## src/rtl/definitions.sv

```systemverilog
// Shared types for the pattern-check unit.
// Window positions are 1-based; NONE encodes "no match".
package definitions;

  typedef enum logic [2:0] {
    NONE = 3'd0,
    POS1 = 3'd1,
    POS2 = 3'd2,
    POS3 = 3'd3,
    POS4 = 3'd4,
    POS5 = 3'd5
  } BitPosition_mne;

  localparam int NumWin = 5;

endpackage

```

## src/rtl/patr_window.sv

```systemverilog
// Single 4-bit window comparator.
// Exact equality; no wildcard bits.
module patr_window (
  input  logic [3:0] window,
  input  logic [3:0] pattern,
  output logic       match
);

  assign match = (window == pattern);

endmodule

```

## src/rtl/patr.sv

```systemverilog
// Pattern-check unit: finds a nibble in five byte windows.
// Reports hit, lowest hit position and hit count, registered.
module patr
  import definitions::*;
(
  input  logic           CLK,
  input  logic           reset,
  input  logic [7:0]     PatrSrcA,
  input  logic [7:0]     PatrSrcB,
  output logic           PatrOut,
  output BitPosition_mne PatrPos,
  output logic [2:0]     PatrCount
);

  logic [NumWin:1] match;
  BitPosition_mne  posNext;
  logic [2:0]      countNext;
  logic            unusedB;

  // Only the low nibble of B carries the pattern.
  assign unusedB = ^PatrSrcB[7:4];

  for (genvar k = 1; k <= NumWin; k++) begin : gWin
    patr_window uWin (
      .window  (PatrSrcA[k+2:k-1]),
      .pattern (PatrSrcB[3:0]),
      .match   (match[k])
    );
  end

  // Overlapping hits are legal, so priority rather than unique.
  always_comb begin
    posNext = NONE;
    priority case (1'b1)
      match[1]: posNext = POS1;
      match[2]: posNext = POS2;
      match[3]: posNext = POS3;
      match[4]: posNext = POS4;
      match[5]: posNext = POS5;
      default:  posNext = NONE;
    endcase
  end

  always_comb begin
    countNext = '0;
    for (int k = 1; k <= NumWin; k++) begin
      countNext = countNext + {2'b00, match[k]};
    end
  end

  always_ff @(posedge CLK) begin
    if (reset) begin
      PatrOut   <= 1'b0;
      PatrPos   <= NONE;
      PatrCount <= '0;
    end else begin
      PatrOut   <= |match;
      PatrPos   <= posNext;
      PatrCount <= countNext;
    end
  end

endmodule

```

## config.mk

```make
export PLATFORM = sky130hd
export DESIGN_NAME = patr
export DESIGN_NICKNAME = d
export VERILOG_FILES = /design/src/rtl/definitions.sv /design/src/rtl/patr_window.sv /design/src/rtl/patr.sv
export SDC_FILE = /design/constraint.sdc
export NUM_CORES = 1
export LEC_CHECK = 0
export ABC_AREA = 0
export BUFFER_PORTS_ARGS = -buffer_cell sky130_fd_sc_hd__buf_2
export CAP_MARGIN = 30
export CORE_AREA = 2 2 39 41
export DETAILED_ROUTE_END_ITERATION = 8
export DIE_AREA = 0 0 41 43
export PLACE_DENSITY = 0.77
export SLEW_MARGIN = 5
export SYNTH_ARGS = -nofsm -noshare
export SYNTH_HDL_FRONTEND = slang
export SYNTH_SLANG_ARGS = --single-unit
```

## constraint.sdc

```tcl
create_clock -name CLK -period 8.05 [get_ports CLK]
set_input_delay 1.2075 -clock CLK [delete_from_list [all_inputs] [get_ports CLK]]
set_output_delay 1.2075 -clock CLK [all_outputs]
set_load 0.02 [all_outputs]
```

==> key figures <==
Die
  • Number of top-level pins: 25
  • Die Wd: ~41 microns
  • Number of core rows: 14
  • Initial core utilization: 41.59%
  • Die span in y: around 43 microns
  • Placeable core region: ~0.0014 sq mm
  • Floorplan die area: 0.001763 sq mm

Timing
  • RSZ-0062 raised after global routing: false
  • Count of final setup violators: 0
  • Final critical path time including I/O delays and setup: ~3300 ps
  • Total negative setup slack: 0 ps
  • Slew margin rel.: 77.15%
  • Max Clk Rate: roughly 0.3 GHz
  • Final Max Slew Viols: 0
  • Final Hold Violating Endpoints: 0
  • Fin crit share: 40.67%
  • Transition at the pin with the smallest max-transition slack: ~340 ps

Routing
  • Average vias per placed instance: approximately 4.7
  • Routed wire per std cell: 10.76 microns
  • Total wirelength of the detailed-routed design: slightly below 1000 microns
  • Count of nets left with antenna violations after detail routing: 0
  • Post-route DRC violation count: 0
  • Iteration-0 DRC count of the detailed router: 3
  • Count of TritonRoute iterations in the first routing pass: 2
  • Overall via count from detail_route: 425

Critical path
  • Capturing element type of the critical path: flip-flop
  • Required time reported for the critical path endpoint: roughly 8200 ps
  • Launching element type of the critical path: primary input
  • Crit path arrival time: about 3400 ps
  • Kind of critical path: in2reg
  • Crit Path Max Fanout: 5
  • Launching instance or port of the critical path: PatrSrcB[0]

CTS
  • Worst-case clock buffer depth: 2
  • Clock-pin slew on the worst setup and hold paths: 50 ps
  • Number of clock buffers inserted by TritonCTS: 3
  • TritonCTS clock tree: yes
  • Cells resized by post-CTS repair: 0
  • Buffers inserted during post-CTS setup optimization: 0
  • Total number of clock tree sinks: 7
  • Maximum level of the CTS H-tree: 1
  • Clock Root Buffer: sky130_fd_sc_hd__clkbuf_4
  • Post-CTS Hold Buffers: 0

Placement
  • Final weighted congestion in routability-driven placement: a little over 0.7
  • DP Wirelength: 827.3 microns
  • Number of input and output port buffers inserted: 20

Power and ir drop
  • Leakage power: ~0.30 nW
  • Switch share: between 30 and 40%
  • Portion of total power attributed to the clock network: a little under a third
  • Cell area power density: 146.7 mW/mm^2
  • Overall power: roughly 100 uW
  • Peak ir drop on the vdd network: ~0.000039 V
  • Share of total power in sequential cells: between 30% and 40%
  • Share of total power in combinational logic: between 30 and 40%
  • Switching power of the nets: approximately 31 uW
  • Internal cell power: approximately 70 uW

Synth
  • Post-synth design cell area: 575.6 sq um
  • Most area-consuming cells after synthesis: sky130_fd_sc_hd__dfxtp_1 24%, sky130_fd_sc_hd__xnor2_1 18%, sky130_fd_sc_hd__xor2_1 11%, sky130_fd_sc_hd__nor4_4 7.4%, sky130_fd_sc_hd__fa_1 7.0%
  • Seq/Total Area, Yosys: roughly 24%
  • Register bit total from synthesis: 7
  • Synthesized instance count: 56
  • Syn Nets: ~80
  • Synthesis warning total: 0
  • Fraction of synthesized cell area taken by the top area cell type: around a quarter
  • Count of unique library cells instantiated by Yosys: 21
  • Largest area contributor in the netlist: sky130_fd_sc_hd__dfxtp_1
  • Avg Synthesized Cell Area: slightly above 10 sq um

Global routing
  • Wire length of the first global-routing pass: about 1600 microns
  • Number of antenna violations at the first check in global routing: 0
  • Via count of the first global-routing pass: about 390
  • Largest net degree at the start of global routing: 8
  • Aggregate global-route resource usage: between 10% and 20%
  • Overall overflow remaining after global route: 0

Hold path
  • Worst hold start: reset
  • Worst hold stages: 2
  • Sink of the worst hold path: PatrCount[0]$_SDFF_PP0_
  • Path type of the worst min-delay path: in2reg

Run
  • Max capacitance violation total: 0

Finish
  • Footprint of the multi-input gates: between 300 and 400 sq um
  • Net total in the final layout: between 90 and 100
  • Fill cell count: 139
  • Area overhead of the layout relative to synthesis: 18.91%
  • Fraction of layout cells with a size suffix above 1: between 30 and 40%
  • Area occupied by registers: ~140 sq um
  • # diodes: 0

Status
  • Run status: finished, final reports clean
-- layer usage --
layer / vias up / wire length, microns / global-route usage [%]
li1: 219 / - / -
met1: 186 / 393 / 14.19
met2: 18 / 505 / 21.88
met3: 2 / 71 / 0
met4: 0 / 9 / 12.00
met5: - / 0 / 0
-- through the flow --
step	util [%]	setup slack [ps]	cell area [sq um]	hold slack, ps	std cells
after floorplan	-	4679	575.6	1274	56
after global placement	47.56	4541	658.1	1461	87
after detailed placement	47.56	4514	658.1	1470	87
after CTS	49.46	4777	684.4	1201	91
after global routing	49.46	4677	684.4	1217	91
final	49.46	4776	684.4	1212	91
-- how the worst max path moves through the flow --
stage                              endpoint  slack [ps]  cells past startpoint
global placement    PatrCount[1]$_SDFF_PP0_        4540                      9
CTS                 PatrCount[1]$_SDFF_PP0_        4780                      9
floorplan           PatrCount[1]$_SDFF_PP0_        4680                      9
global route        PatrCount[1]$_SDFF_PP0_        4680                      9
detailed placement  PatrCount[1]$_SDFF_PP0_        4510                      9
finish              PatrCount[1]$_SDFF_PP0_        4780                      9
-- power groups by stage --
stage	clock network (mW)	logic, mW	registers, mW
2_1_floorplan	0	0.0214	0.0416
3_3_place_gp	0	0.0315	0.0382
3_5_place_dp	0	0.0326	0.0383
4_1_cts	0.0324	0.0327	0.0376
5_1_grt	0.0333	0.0354	0.0379
6_report	0.0304	0.0324	0.0376
-- final cells by class --
type / instances / area share [%]
sequential: 7 / 20.48
inverter: 4 / 2.194
multi-input combinational: 40 / 55.94
clock buffer: 4 / 3.839
tap: 16 / 2.925
timing repair buffer: 20 / 14.63
-- worst max-delay path, stage by stage --
cell and delay, ps:
sky130_fd_sc_hd__buf_2 150, sky130_fd_sc_hd__xor2_1 200, sky130_fd_sc_hd__nor4_4 400, sky130_fd_sc_hd__inv_2 120, sky130_fd_sc_hd__fa_1 520, sky130_fd_sc_hd__fa_1 430
sky130_fd_sc_hd__inv_1 60, sky130_fd_sc_hd__ha_1 210, sky130_fd_sc_hd__nor2b_1 120
-- logic make-up (layout without fill, tap and decap cells) --
kind of cell	count (synthesis)	in the layout	share of synthesized area (%)
adders and majority gates	4	4	11.30
AOI/OAI and AO/OA	4	4	6.522
and+or+nand+nor	12	12	16.96
DFF	7	7	24.35
xor gates and xnor gates	20	20	31.74
buffers and inverters	9	28	9.129
-- cells in the mapped netlist --
library cell and count:
sky130_fd_sc_hd__nor2_1 1, sky130_fd_sc_hd__nor4_4 2, sky130_fd_sc_hd__xnor2_1 12, sky130_fd_sc_hd__nor4_1 1, sky130_fd_sc_hd__inv_2 1, sky130_fd_sc_hd__buf_6 2
sky130_fd_sc_hd__a311oi_2 1, sky130_fd_sc_hd__ha_1 2, sky130_fd_sc_hd__nor2_2 1, sky130_fd_sc_hd__a41oi_1 1, sky130_fd_sc_hd__nand2_1 2, sky130_fd_sc_hd__a211oi_1 1
sky130_fd_sc_hd__dfxtp_1 7, sky130_fd_sc_hd__nand4_1 3, sky130_fd_sc_hd__xor2_1 7, sky130_fd_sc_hd__inv_1 3, sky130_fd_sc_hd__fa_1 2, sky130_fd_sc_hd__buf_2 3
sky130_fd_sc_hd__a31oi_1 1, sky130_fd_sc_hd__nor2b_1 2, sky130_fd_sc_hd__xor2_2 1
-- cells in the final DEF, fill, tap and decap left out, types with 2 or more instances in the layout --
cell,n
sky130_fd_sc_hd__fa_1,2
sky130_fd_sc_hd__dfxtp_1,7
sky130_fd_sc_hd__nor4_4,2
sky130_fd_sc_hd__ha_1,2
sky130_fd_sc_hd__nand4_1,3
sky130_fd_sc_hd__inv_1,3
sky130_fd_sc_hd__clkbuf_4,3
sky130_fd_sc_hd__xnor2_1,12
sky130_fd_sc_hd__xor2_1,7
sky130_fd_sc_hd__nand2_1,2
sky130_fd_sc_hd__buf_2,20
sky130_fd_sc_hd__nor2b_1,2
-- state kept, by name, summed over array words and instances, names as in the netlist --
name	cells
PatrPos	3
PatrCount	3
PatrOut	1
Note: power is estimated with default switching activity, not from simulation.
